==> config.mk <==
export PLATFORM = sky130hd
export DESIGN_NAME = cpu_wb_bridge
export DESIGN_NICKNAME = d
export VERILOG_FILES = /design/src/rtl/cpu_wb_pkg.sv /design/src/rtl/cpu_wb_bridge.sv
export SDC_FILE = /design/constraint.sdc
export NUM_CORES = 1
export LEC_CHECK = 0
export ABC_AREA = 1
export ABC_CLOCK_PERIOD_IN_PS = 1040
export BUFFER_PORTS_ARGS = -buffer_cell sky130_fd_sc_hd__buf_4
export CORE_ASPECT_RATIO = 0.75
export CORE_MARGIN = 2
export CORE_UTILIZATION = 40
export CTS_CLUSTER_DIAMETER = 40
export DETAILED_ROUTE_END_ITERATION = 8
export GPL_TIMING_DRIVEN = 0
export PLACE_DENSITY = 0.8
export SYNTH_ARGS = -nofsm -noshare
export SYNTH_HDL_FRONTEND = slang
export SYNTH_SLANG_ARGS = --single-unit
==> constraint.sdc <==
create_clock -name wb_clk -period 1.04 [get_ports wb_clk]
set_input_delay 0.052 -clock wb_clk [delete_from_list [all_inputs] [get_ports wb_clk]]
set_output_delay 0.052 -clock wb_clk [all_outputs]
set_load 0.05 [all_outputs]
==> src/rtl/cpu_wb_pkg.sv <==
// Shared definitions for the CPU-to-Wishbone bridge.
//   state_e              : bridge FSM states (idle, bus cycle open, completion)
//   DefaultDw, DefaultAw : default data/address bus widths
//   DefaultTimeoutCycles : default bus timeout, used only when
//                          CPU_WB_BRIDGE_TIMEOUT_EN is defined
package cpu_wb_pkg;

  typedef enum logic [1:0] {
    StIdle,
    StBus,
    StDone
  } state_e;

  localparam int unsigned DefaultDw            = 32;
  localparam int unsigned DefaultAw            = 32;
  localparam int unsigned DefaultTimeoutCycles = 256;

endpackage

==> src/rtl/cpu_wb_bridge.sv <==
// Single-transfer Wishbone classic master driven by the flat CPU request bus
// from packet_decode. Each accepted cpu_start issues exactly one
// non-pipelined Wishbone cycle. All outputs come straight from flops.
//
// Configuration macro: CPU_WB_BRIDGE_TIMEOUT_EN
//   defined   : a BUS-state counter aborts the cycle after TIMEOUT_CYCLES
//               cycles without ack/err, reporting it as an error.
//   undefined : the bridge waits indefinitely for ack/err.
//
// Ports:
//   wb_clk, wb_rst_n     clock, asynchronous active-low reset
//   cpu_start            request strobe, sampled in idle only
//   cpu_address/selection/write/data_wr  request fields, latched on accept
//   cpu_data_rd          last completed read data
//   cpu_active           high from accept until completion
//   cpu_error            sticky status of the last transfer (err or timeout)
//   wb_*_o / wb_*_i      Wishbone classic master interface
module cpu_wb_bridge
  import cpu_wb_pkg::*;
#(
  parameter int unsigned DW             = DefaultDw,
  parameter int unsigned AW             = DefaultAw,
  parameter int unsigned TIMEOUT_CYCLES = DefaultTimeoutCycles
) (
  input  logic            wb_clk,
  input  logic            wb_rst_n,
  // CPU request side
  input  logic            cpu_start,
  input  logic [AW-1:0]   cpu_address,
  input  logic [DW/8-1:0] cpu_selection,
  input  logic            cpu_write,
  input  logic [DW-1:0]   cpu_data_wr,
  output logic [DW-1:0]   cpu_data_rd,
  output logic            cpu_active,
  output logic            cpu_error,
  // Wishbone master side
  output logic [AW-1:0]   wb_adr_o,
  output logic [DW-1:0]   wb_dat_o,
  output logic [DW/8-1:0] wb_sel_o,
  output logic            wb_we_o,
  output logic            wb_cyc_o,
  output logic            wb_stb_o,
  input  logic [DW-1:0]   wb_dat_i,
  input  logic            wb_ack_i,
  input  logic            wb_err_i
);

  state_e              state_q, state_d;
  logic   [AW-1:0]     adr_q, adr_d;
  logic   [DW-1:0]     dat_q, dat_d;
  logic   [DW/8-1:0]   sel_q, sel_d;
  logic                we_q, we_d;
  logic                cyc_q, cyc_d;
  logic                active_q, active_d;
  logic                error_q, error_d;
  logic   [DW-1:0]     rd_q, rd_d;
  logic                timeout;

`ifdef CPU_WB_BRIDGE_TIMEOUT_EN
  localparam int unsigned CntW = (TIMEOUT_CYCLES > 1) ? $clog2(TIMEOUT_CYCLES) : 1;

  logic [CntW-1:0] cnt_q, cnt_d;

  assign timeout = (cnt_q == CntW'(TIMEOUT_CYCLES - 1));

  // Cleared whenever we are not in BUS, so it starts from zero on entry.
  always_comb begin
    cnt_d = '0;
    if (state_q == StBus) begin
      cnt_d = cnt_q + CntW'(1);
    end
  end

  always_ff @(posedge wb_clk or negedge wb_rst_n) begin
    if (!wb_rst_n) begin
      cnt_q <= '0;
    end else begin
      cnt_q <= cnt_d;
    end
  end
`else
  logic unused_timeout_cycles;
  assign unused_timeout_cycles = ^TIMEOUT_CYCLES;
  assign timeout = 1'b0;
`endif

  always_comb begin
    state_d  = state_q;
    adr_d    = adr_q;
    dat_d    = dat_q;
    sel_d    = sel_q;
    we_d     = we_q;
    cyc_d    = cyc_q;
    active_d = active_q;
    error_d  = error_q;
    rd_d     = rd_q;

    unique case (state_q)
      StIdle: begin
        if (cpu_start) begin
          adr_d    = cpu_address;
          dat_d    = cpu_data_wr;
          sel_d    = cpu_selection;
          we_d     = cpu_write;
          cyc_d    = 1'b1;
          active_d = 1'b1;
          error_d  = 1'b0;
          state_d  = StBus;
        end
      end
      StBus: begin
        // err takes priority over a simultaneous ack; read data is dropped.
        if (wb_err_i || timeout) begin
          cyc_d    = 1'b0;
          active_d = 1'b0;
          error_d  = 1'b1;
          state_d  = StDone;
        end else if (wb_ack_i) begin
          cyc_d    = 1'b0;
          active_d = 1'b0;
          if (!we_q) begin
            rd_d = wb_dat_i;
          end
          state_d  = StDone;
        end
      end
      StDone: begin
        state_d = StIdle;
      end
      default: begin
        state_d  = StIdle;
        cyc_d    = 1'b0;
        active_d = 1'b0;
      end
    endcase
  end

  always_ff @(posedge wb_clk or negedge wb_rst_n) begin
    if (!wb_rst_n) begin
      state_q  <= StIdle;
      adr_q    <= '0;
      dat_q    <= '0;
      sel_q    <= '0;
      we_q     <= 1'b0;
      cyc_q    <= 1'b0;
      active_q <= 1'b0;
      error_q  <= 1'b0;
      rd_q     <= '0;
    end else begin
      state_q  <= state_d;
      adr_q    <= adr_d;
      dat_q    <= dat_d;
      sel_q    <= sel_d;
      we_q     <= we_d;
      cyc_q    <= cyc_d;
      active_q <= active_d;
      error_q  <= error_d;
      rd_q     <= rd_d;
    end
  end

  // Classic single transfers: stb always tracks cyc.
  assign wb_adr_o    = adr_q;
  assign wb_dat_o    = dat_q;
  assign wb_sel_o    = sel_q;
  assign wb_we_o     = we_q;
  assign wb_cyc_o    = cyc_q;
  assign wb_stb_o    = cyc_q;
  assign cpu_active  = active_q;
  assign cpu_error   = error_q;
  assign cpu_data_rd = rd_q;

endmodule
-- After elaboration in Yosys (flattened, before gate mapping)
Cells that the tools add are included.
- bits of input ports: 106
- flip-flop bits (word level): 105
- output and inout bits: 105
- word-level logic and storage cells: 34
- equality and inequality tests: 5
- mux-type cells: 11
- bitwise gates (word level): 3
- reductions and logical operators: 7
- operators with widths (kind ; count):
    two-way mux 2 bit ; 3
    AND reduction 3 bit ; 2
    two-way mux 1 bit ; 5
    inequality test 2 bit (second input constant) ; 2
    case mux 2 bit (2 select lines) ; 1
    AND reduction 2 bit ; 2
    AND reduction 4 bit ; 1
    inequality test 3 bit (second input constant) ; 1
    NOT 1 bit ; 3
    case mux 1 bit (3 select lines) ; 1
    equality test 2 x 1 -> 1 bit (second input constant) ; 1
    equality test 2 bit (second input constant) ; 1
    logical NOT 2 bit ; 1
    case mux 1 bit (2 select lines) ; 1
    nonzero test 2 bit ; 1

-- Longest topological paths before layout
Gate-level depths: netlist of run 1.
- depth after elaboration: 3
- mapped depth: 7
- depth with buffers taken out: 5

-- Worst setup path before layout of run 1
Ideal clock, no wire load.
- path kind: register -> register
- from: reg we_q (netlist: wb_we_o)
- to: reg rd_q[10] (netlist: cpu_data_rd[10])
- required time: 921 ps
- library setup time: 119 ps
- slack: -363 ps
- data arrival time: 1284 ps
- cell stages (with the launch flop): 6
- buffers on the path: 1
- cells stage by stage: dfrtp_1 -> nor2_1 -> nand3_2 -> buf_2 -> nand2_1 -> nand2_1
- word-level cells in the longest chain between the ends: 2
- RTL lines (element ; line ; RTL):
    start, declared ; cpu_wb_bridge.sv:52 ; logic we_q, we_d;
    start signal, assigned ; cpu_wb_bridge.sv:154 ; we_q <= we_d;
    NOT 1 bit (no line) ; n/a ;
    AND reduction 4 bit (no line) ; n/a ;
    end signal, assigned ; cpu_wb_bridge.sv:158 ; rd_q <= rd_d;
    end, declared ; cpu_wb_bridge.sv:56 ; logic [DW-1:0] rd_q, rd_d;
No other way between the ends.
A chain may end at the register's enable or synchronous reset.

-- Worst setup path after layout of run 1
- from: reg state_q[1]
- to: reg rd_q[17] (netlist: cpu_data_rd[17])
- word-level cells in the longest chain between the ends: 2
- RTL lines (element ; line ; RTL):
    start, declared ; cpu_wb_bridge.sv:48 ; state_e state_q, state_d;
    start signal, assigned ; cpu_wb_bridge.sv:140 ; state_q <= StIdle;
    start signal, assigned ; cpu_wb_bridge.sv:150 ; state_q <= state_d;
    equality test 2 x 1 -> 1 bit ; cpu_wb_bridge.sv:98 ; unique case (state_q)
    AND reduction 4 bit (no line) ; n/a ;
No other way between the ends.

==> results.cfg, run 1 <==
[run_status]
status = finished with violations
violations = hold timing, setup timing

[grt]
grt_max_degree = 106
track_usage_pct = 27.1
grt_pass1_wl_um = 23500
gr-total-overflow = 0
antenna_found_initial = 0
grt_pass1_vias = 4718

[yosys]
synth.distinct_cells = 16
synth.cell_area_um2 = 4080
netlist.area_leader.share_pct = 64.5
syn_inst = 455
yosys-top-cells-area = dfrtp_1 64%, nand2_1 25%, nand4_1 4.9%
avgSynthCellArea_um2 = 8.96
yosys_warnings = 0
synth_seq_area_share_pct = 64.5
synth_top_area_cell = dfrtp_1
synth-seq-cells = 105
synth_nets = 561

[detailed_routing]
drc_errors = 0
viasPerCell = 4.99
drt_pass1_iterations = 5
routed_wl_um = 15600
vias = 4653
post_drt_wl_per_cell_um = 16.7
drt_iter0_markers = 308
postRouteAntennaNets = 0

[clock_network]
clk_latency_ns = 0.33
cts_tree = yes
ctsRootBufferMaster = clkbuf_16
cts.path.max_buffers = 2
cts_sinks = 105
cts_inserted_buffers = 9
h-tree-depth = 3
clkTransAtPathRegs_ns = 0.07

[cells_and_area]
postLayoutCellArea_um2 = 7980
fin_nets = 901
synthToLayoutAreaGrowth_pct = 95.8
fillers = 558
mostFrequentLayoutCells = 208 x buf_4, 150 x nand2_1, 113 x nand2_2, 102 x dfrtp_1, 99 x dlygate4sd3_1
layout_commonest_cell = buf_4
n_antenna_cell = 0
drive_above_1_share_pct = 50.7
seqCellArea_um2 = 2630
multi_input_area_um2 = 1700

[power]
p_leak_nw = 4.17
peakVddDrop_mv = 2.06
power_density_nw_per_um2 = 2950
power_mw = 23.5

[critical_path]
r2r_cells = 5
worstSetupPathType = register to register
start_kind = register
required_ns = 1.26
worst_setup_path_end_kind = register
critPathMaxFanout = 8
worstPathArrival_ns = 1.56

[floorplan]
die_area_um2 = 11000
die_h_um = 91.4
placement_rows = 31
io_pins = 211
die_x_um = 121
start_util_pct = 41.7
coreArea_um2 = 9770

[timing]
fin_setup_tns_ns = -23.02
tightest_slew_ns = 0.929
finalCritPeriodShare_pct = 129
max-slew-margin-rel_pct = 38.0
drv_slew = 0
fin_ws_ns = -0.302
rsz0062_at_grt = yes
finalSetupViolCount = 105
skew_ns = 0.00490
finalHoldViolCount = 105
fmax_mhz = 745
min_period_ns = 1.34
whs_ns = -0.174

[place]
gp_congestion = 0.776
dpl_cell_area_um2 = 5840
io_buffers = 209
hpwlAfterDp_um = 8470

[min_path]
hold_class = input port to asynchronous set/reset pin

[job]
maxCapViolCount = 0
## through the flow
stage | util (%) | std cells | hold slack, ns | setup slack, ns
6_report | 81.7 | 932 | -0.174 | -0.302
3_3_place_gp | 59.8 | 796 | 0.245 | -0.348
2_1_floorplan | - | 455 | -0.244 | -0.147
5_1_grt | 81.7 | 932 | -0.0747 | -0.346
4_1_cts | 78.5 | 927 | 0.00336 | -0.207
3_5_place_dp | 59.8 | 796 | 0.251 | -0.407
## cell families (layout without fill, tap and decap cells)
logic type	count (synthesis)	in the layout	share of synthesized area [%]
buf+inv	32	377	3.87
simple gates	316	316	31.4
compound gates	2	2	0.246
flops	105	105	64.5
## critical path, cell delays in order (launching register included)
cell and delay [ns]:
dfrtp_2 0.45, nor2_4 0.24, nand3_4 0.19, buf_6 0.20
nand2_2 0.07, nand2_1 0.06
## power by group
| part | switching, mW | leakage, nW | internal [mW] |
|---|---|---|---|
| Clock | 1.45 | 0.131 | 1.75 |
| Sequential | 1.41 | 1.30 | 5.69 |
| Combinational | 8.80 | 2.74 | 4.42 |
| Total | 11.7 | 4.17 | 11.9 |
## cell usage after synthesis, drive strengths merged
cell type  count
a21oi          2
nand3          1
dfrtp        105
nand4         32
inv            3
clkbuf         9
buf           20
nor2           5
nand2        277
nor3           1
## state kept, by name, indices dropped and copies added (netlist names)
name	cells
cpu_error	1
wb_sel_o	4
cpu_data_rd	32
wb_we_o	1
state_q	2
wb_dat_o	32
wb_adr_o	32
cpu_active	1
## layout make-up
cell class / count / area share, %
Multi-Input combinational cell: 318 / 21.3
Clock buffer: 12 / 3.21
Timing Repair Buffer: 329 / 35.9
Tap cell: 132 / 2.07
Sequential cell: 105 / 33.0
Inverter: 3 / 0.204
Buffer: 29 / 4.01
Clock inverter: 4 / 0.345
## path summary, 6_finish.rpt
check	start	to	slack (ns)
worst min register to register	cpu_data_rd[13]	cpu_data_rd[13]	0.49
worst min-delay path	wb_rst_n	wb_adr_o[3]	-0.17
max in group asynchronous	wb_rst_n	cpu_active	0.55
worst max register to register	state_q[1]	cpu_data_rd[17]	-0.30
worst max-delay path	state_q[1]	cpu_data_rd[17]	-0.30
min in group wb_clk	wb_dat_i[27]	cpu_data_rd[27]	0.02
## timing repair
| action | CTS | global route |
|---|---|---|
| hold buffers | 98 | 1 |
| endpoints found under the setup margin | 106 | 109 |
| buffers inserted | 8 | 3 |
| resized for setup | 119 | 95 |
| pin swaps | 58 | 14 |
| cloned | 9 | 1 |
| endpoints found under the hold margin | 98 | 106 |
## metal layers
layer  vias up  part of all wire, %  track usage (%)
met2       218                   52             47.1
met4         0                  3.4             10.6
met1      2273                   39             33.1
met5         -                    0                0
li1       2111                    -                -
met3        51                  5.8             5.65
Power figures use the tool's default switching activity.
==> inputs of run 2 (changes only) <==
Settings changed: ABC_AREA 1 to unset, GPL_ROUTABILITY_DRIVEN set to 1.
==> results.cfg, run 2 <==
[detailed_routing]
postRouteAntennaNets = 0
drt_pass1_iterations = 4
drc_errors = 0
routed_wl_um = 13000
viasPerCell = 4.63
vias = 3307
post_drt_wl_per_cell_um = 18.3
drt_iter0_markers = 159

[yosys]
synthArstFlopShare_pct = 100
synth_edf_count = 0
yosys-top-cells-area = dfrtp_1 66%, mux2_2 29%, buf_6 0.85%
synth.most_common_cell = dfrtp_1
synth_nets = 340
synth.distinct_cells = 14
synthTopCellsByCount = 105 x dfrtp_1, 101 x mux2_2, 5 x buf_2
synthFlopType = dfrtp_1
avgSynthCellArea_um2 = 16.9
syn_inst = 234
synth_top_area_cell = dfrtp_1
synth-seq-cells = 105
yosys_warnings = 0
netlist.area_leader.share_pct = 66.4
synth.cell_area_um2 = 3960
synth_seq_area_share_pct = 66.4

[timing]
fin_ws_ns = -0.571
skew_ns = 0.00881
fmax_mhz = 621
tightest_slew_ns = 0.539
finalCritPeriodShare_pct = 155
drv_slew = 0
min_period_ns = 1.61
max-slew-margin-rel_pct = 64.1
rsz0062_at_grt = yes
fin_setup_tns_ns = -54.29
finalSetupViolCount = 103
finalHoldViolCount = 0

[clock_network]
cts_sinks = 105
h-tree-depth = 3
cts.path.max_buffers = 2
clkTransAtPathRegs_ns = 0.07
cts_tree = yes
cts_inserted_buffers = 9
clk_latency_ns = 0.34
ctsRootBufferMaster = clkbuf_16

[power]
p_leak_nw = 3.85
internal_power_mw = 12.7
p_clk_share_pct = 13.9
power_mw = 23.2
power.switching_mw = 10.5
sw_frac_of_total_pct = 45.2
power_density_nw_per_um2 = 2960
power_frac_comb_pct = 56.7
peakVddDrop_mv = 1.68
share_seq_of_total_power_pct = 29.4

[place]
io_buffers = 210
hpwlAfterDp_um = 6860
dp.cells = 576
gp_congestion = 0.754
dpl_cell_area_um2 = 6030

[cells_and_area]
layout_commonest_cell = buf_4
synthToLayoutAreaGrowth_pct = 98.4
postLayoutCellArea_um2 = 7850
stdcell_count = 714
fin_util_pct = 81.6
n_antenna_cell = 0
fin_nets = 683
mostFrequentLayoutCells = 210 x buf_4, 103 x dlygate4sd3_1, 102 x dfrtp_1, 98 x mux2_4, 13 x clkbuf_16
drive_above_1_share_pct = 62.7

[grt]
grt_pass1_wl_um = 19800
track_usage_pct = 23.4
gr-total-overflow = 0
antenna_found_initial = 0
grt_max_degree = 106
grt_pass1_vias = 3758

[run_status]
violations = setup timing
status = finished with violations

[critical_path]
max_stage_delay_ns = 0.39
critPathMaxFanout = 10
crit_path_cell_trace = buf_4 > nand2b_4 > nor2_4 > buf_6 > buf_12 > mux2_4
worst_setup_path_end_kind = register
worstPathArrival_ns = 1.82
start_kind = register
required_ns = 1.25
worstSetupPathType = register to register
crit_slowest_cell = dfrtp_1

[floorplan]
die_x_um = 119
start_util_pct = 41.1
die_h_um = 90.1
io_pins = 211
placement_rows = 31
coreArea_um2 = 9620
die_area_um2 = 10700

[job]
maxCapViolCount = 0

[min_path]
hold_class = input port to register
## run 2: cell count changes after synthesis, moves of 9 or more
cell and delta:
buf_2 -10, clkbuf_1 -9, mux2_2 +101, nand2_1 -276
nand4_1 -32
## run 2: layout make-up
cell class | instances | area [um^2]
Buffer | 12 | 208
Tap cell | 132 | 165
Clock buffer | 11 | 243
Fill cell | 511 | 1770
Clock inverter | 5 | 38.8
Timing Repair Buffer | 332 | 2940
Sequential cell | 105 | 2630
Multi-Input combinational cell | 115 | 1620
Inverter | 2 | 7.51
## run 2: worst max-delay path: cells and delay by family, from the launching register on
| family | cells | cell delay (ns) |
|---|---|---|
| AND/OR/NAND/NOR | 2 | 0.31 |
| buffers and inverters | 3 | 0.47 |
| multiplexers | 1 | 0.31 |
| flip-flops | 1 | 0.39 |
## run 2: cell families (layout without fill, tap and decap cells)
logic type	Yosys count	count (layout)	share of synthesized area, %
AO/OA/AOI/OAI	5	5	0.664
buffers and inverters	14	362	2.44
flip-flops	105	105	66.4
multiplexers	101	101	28.7
AND/OR/NAND/NOR	9	9	1.74
## run 2: timing repair
action                                  4_1_cts  5_1_grt
cloned                                        2        4
pin swaps                                     2        1
setup buffers                                10        2
resized for setup                            38       23
endpoints found under the setup margin      105      108
hold endpoints to repair                    102      105
hold buffers                                102        1
## run 2: power by group through the flow
| stage | combinational [mW] | clock (mW) | sequential, mW |
|---|---|---|---|
| after detailed placement | 11.9 | 0 | 6.69 |
| after CTS | 12.7 | 3.29 | 6.70 |
| after global placement | 11.8 | 0 | 6.63 |
| after global routing | 13.6 | 3.51 | 6.99 |
| after floorplan | 2.68 | 0 | 12.2 |
| final | 13.2 | 3.22 | 6.83 |
## run 2: path summary, 6_finish.rpt
kind | cells after the start | slack (ns) | startpoint | endpoint
setup / recovery | 6 | -0.57 | state_q[1] | wb_sel_o[1]
hold / removal | 3 | 0.03 | wb_err_i | cpu_error
setup reg to reg | 6 | -0.57 | state_q[1] | wb_sel_o[1]
hold reg to reg | 1 | 0.51 | wb_dat_o[10] | wb_dat_o[10]
max in group asynchronous | 3 | 0.23 | wb_rst_n | wb_we_o
min in group asynchronous | 2 | 0.07 | wb_rst_n | cpu_data_rd[9]
## run 2: per-layer routing
layer | vias to the layer above | routed length [um] | global-route usage, %
met5 | - | 0 | 0
met4 | 0 | 213 | 6.25
met3 | 19 | 835 | 7.23
met2 | 141 | 6670 | 40.3
met1 | 1645 | 5320 | 28.5
li1 | 1502 | - | -
## run 2: metrics by stage
stage,setup WS (ns),hold WS (ns)
floorplan,-0.567,-0.244
global placement,-0.700,0.283
detailed placement,-0.717,0.286
CTS,-0.556,0.0166
global route,-0.598,0.0498
finish,-0.571,0.0278
==> inputs of run 3 (changes only) <==
Settings changed: ABC_CLOCK_PERIOD_IN_PS 1040 to 1660, CAP_MARGIN set to 20, CTS_CLUSTER_SIZE set to 8, PLACE_DENSITY 0.8 to 0.78.
Clock period 1.04 ns to 1.66 ns, I/O delays scaled along.
==> results.cfg, run 3 (same netlist as run 2, synthesis figures left out) <==
[grt]
track_usage_pct = 23.0
grt_max_degree = 55
grt_pass1_vias = 3675
grt_pass1_wl_um = 19300
gr-total-overflow = 0
antenna_found_initial = 0

[floorplan]
placement_rows = 31
start_util_pct = 41.1
io_pins = 211
die_h_um = 90.1
die_x_um = 119
coreArea_um2 = 9620
die_area_um2 = 10700

[critical_path]
critPathMaxFanout = 7
worstSetupPathType = register to register
required_ns = 1.87
start_kind = register
worst_setup_path_end_kind = register
worstPathArrival_ns = 1.83

[clock_network]
cts_tree = yes
cts.path.max_buffers = 2
h-tree-depth = 3
ctsRootBufferMaster = clkbuf_16
clkTransAtPathRegs_ns = 0.07
clk_latency_ns = 0.34
cts_inserted_buffers = 9
cts_sinks = 105

[power]
peakVddDrop_mv = 1.13
power.switching_mw = 6.38
p_leak_nw = 3.45
power_density_nw_per_um2 = 1910
p_clk_share_pct = 16.1
power_frac_comb_pct = 53.6
internal_power_mw = 7.56
share_seq_of_total_power_pct = 30.3
power_mw = 13.9
sw_frac_of_total_pct = 45.8

[timing]
fmax_mhz = 617
tightest_slew_ns = 0.687
finalHoldViolCount = 0
finalCritPeriodShare_pct = 97.7
max-slew-margin-rel_pct = 54.2
min_period_ns = 1.62
drv_slew = 0
finalSetupViolCount = 0
rsz0062_at_grt = yes
skew_ns = 0.00789

[cells_and_area]
fillers = 589
n_antenna_cell = 0
stdcell_count = 704
layout_commonest_cell = buf_4
synthToLayoutAreaGrowth_pct = 84.3
fin_nets = 673
drive_above_1_share_pct = 62.1
mostFrequentLayoutCells = 219 x buf_4, 103 x dfrtp_1, 102 x dlygate4sd3_1, 87 x mux2_2, 14 x mux2_4

[detailed_routing]
drc_errors = 0
postRouteAntennaNets = 0
drt_iter0_markers = 101
viasPerCell = 4.65
vias = 3277
drt_pass1_iterations = 4
post_drt_wl_per_cell_um = 18.0
routed_wl_um = 12700

[place]
dp.cells = 577
hpwlAfterDp_um = 7420
gp_congestion = 0.786
io_buffers = 210

[min_path]
hold_class = input port to register

[run_status]
status = complete, no violations

[job]
maxCapViolCount = 0
-- run 3: cell types whose count changed in the layout (fill, tap and decap cells not counted), moves of 2 or more --
cell	previous run	this run
buf_16	3	1
buf_6	11	3
mux2_2	3	87
buf_8	6	3
mux2_4	98	14
buf_4	210	219
clkbuf_8	1	4
inv_6	2	0
buf_12	7	0
clkbuf_4	0	3
-- run 3: final timing paths --
check                                startpoint  slack (ns)              end  cells after the start
min in group asynchronous              wb_rst_n        0.33  cpu_data_rd[23]                      2
worst max-delay path                 state_q[1]        0.04   cpu_data_rd[1]                      5
worst min register to register  cpu_data_rd[12]        0.51  cpu_data_rd[12]                      1
worst max register to register       state_q[1]        0.04   cpu_data_rd[1]                      5
worst min-delay path                   wb_ack_i        0.04       state_q[1]                      3
max in group asynchronous              wb_rst_n        0.63          wb_we_o                      3
-- run 3: what timing repair did --
action | 4_1_cts | 5_1_grt
endpoints found under the setup margin | 90 | 92
pin swaps | 2 | 2
hold buffers | 102 | 0
hold endpoints to repair | 152 | 0
gates cloned | 0 | 3
resized for setup | 2 | 28
setup buffers | 5 | 1
-- run 3: critical path: stages (launching register included) --
cell and delay, ns:
dfrtp_1 0.41, nand2b_4 0.16, nor4b_4 0.22, buf_6 0.21, buf_8 0.14, mux2_2 0.36
-- run 3: final cells by class --
class | instances | area (um^2) | share of cell area, %
Tap cell | 132 | 165 | 2.26
Clock buffer | 13 | 280 | 3.84
Sequential cell | 105 | 2630 | 36.1
Multi-Input combinational cell | 115 | 1290 | 17.8
Clock inverter | 3 | 46.3 | 0.635
Inverter | 2 | 7.51 | 0.103
Timing Repair Buffer | 322 | 2750 | 37.7
Buffer | 12 | 120 | 1.65
-- run 3: power by group through the flow --
stage | Combinational (mW) | Clock (mW) | Sequential [mW]
finish | 7.47 | 2.25 | 4.22
global route | 7.71 | 2.39 | 4.34
CTS | 7.25 | 2.28 | 4.15
detailed placement | 7.02 | 0 | 4.18
global placement | 6.93 | 0 | 4.11
floorplan | 1.22 | 0 | 7.65
-- run 3: metrics by stage --
step	utilization [%]	cell area, um^2	setup slack [ns]	TNS, ns	hold WS (ns)
global route	75.8	7290	-0.0531	-0.599	0.0554
detailed placement	59.5	5730	-0.161	-3.82	0.164
finish	75.8	7290	0.0383	0	0.0406
floorplan	-	3960	0.0534	0	-0.213
CTS	74.0	7120	0.00653	0	0.0319
global placement	59.2	5700	-0.146	-2.99	0.315
-- run 3: per-layer routing --
metal / global-route usage [%] / share of wire [%]
met1: 26.8 / 39
met2: 40.2 / 50
met3: 8.88 / 8.7
met4: 5.06 / 1.8
met5: 0 / 0
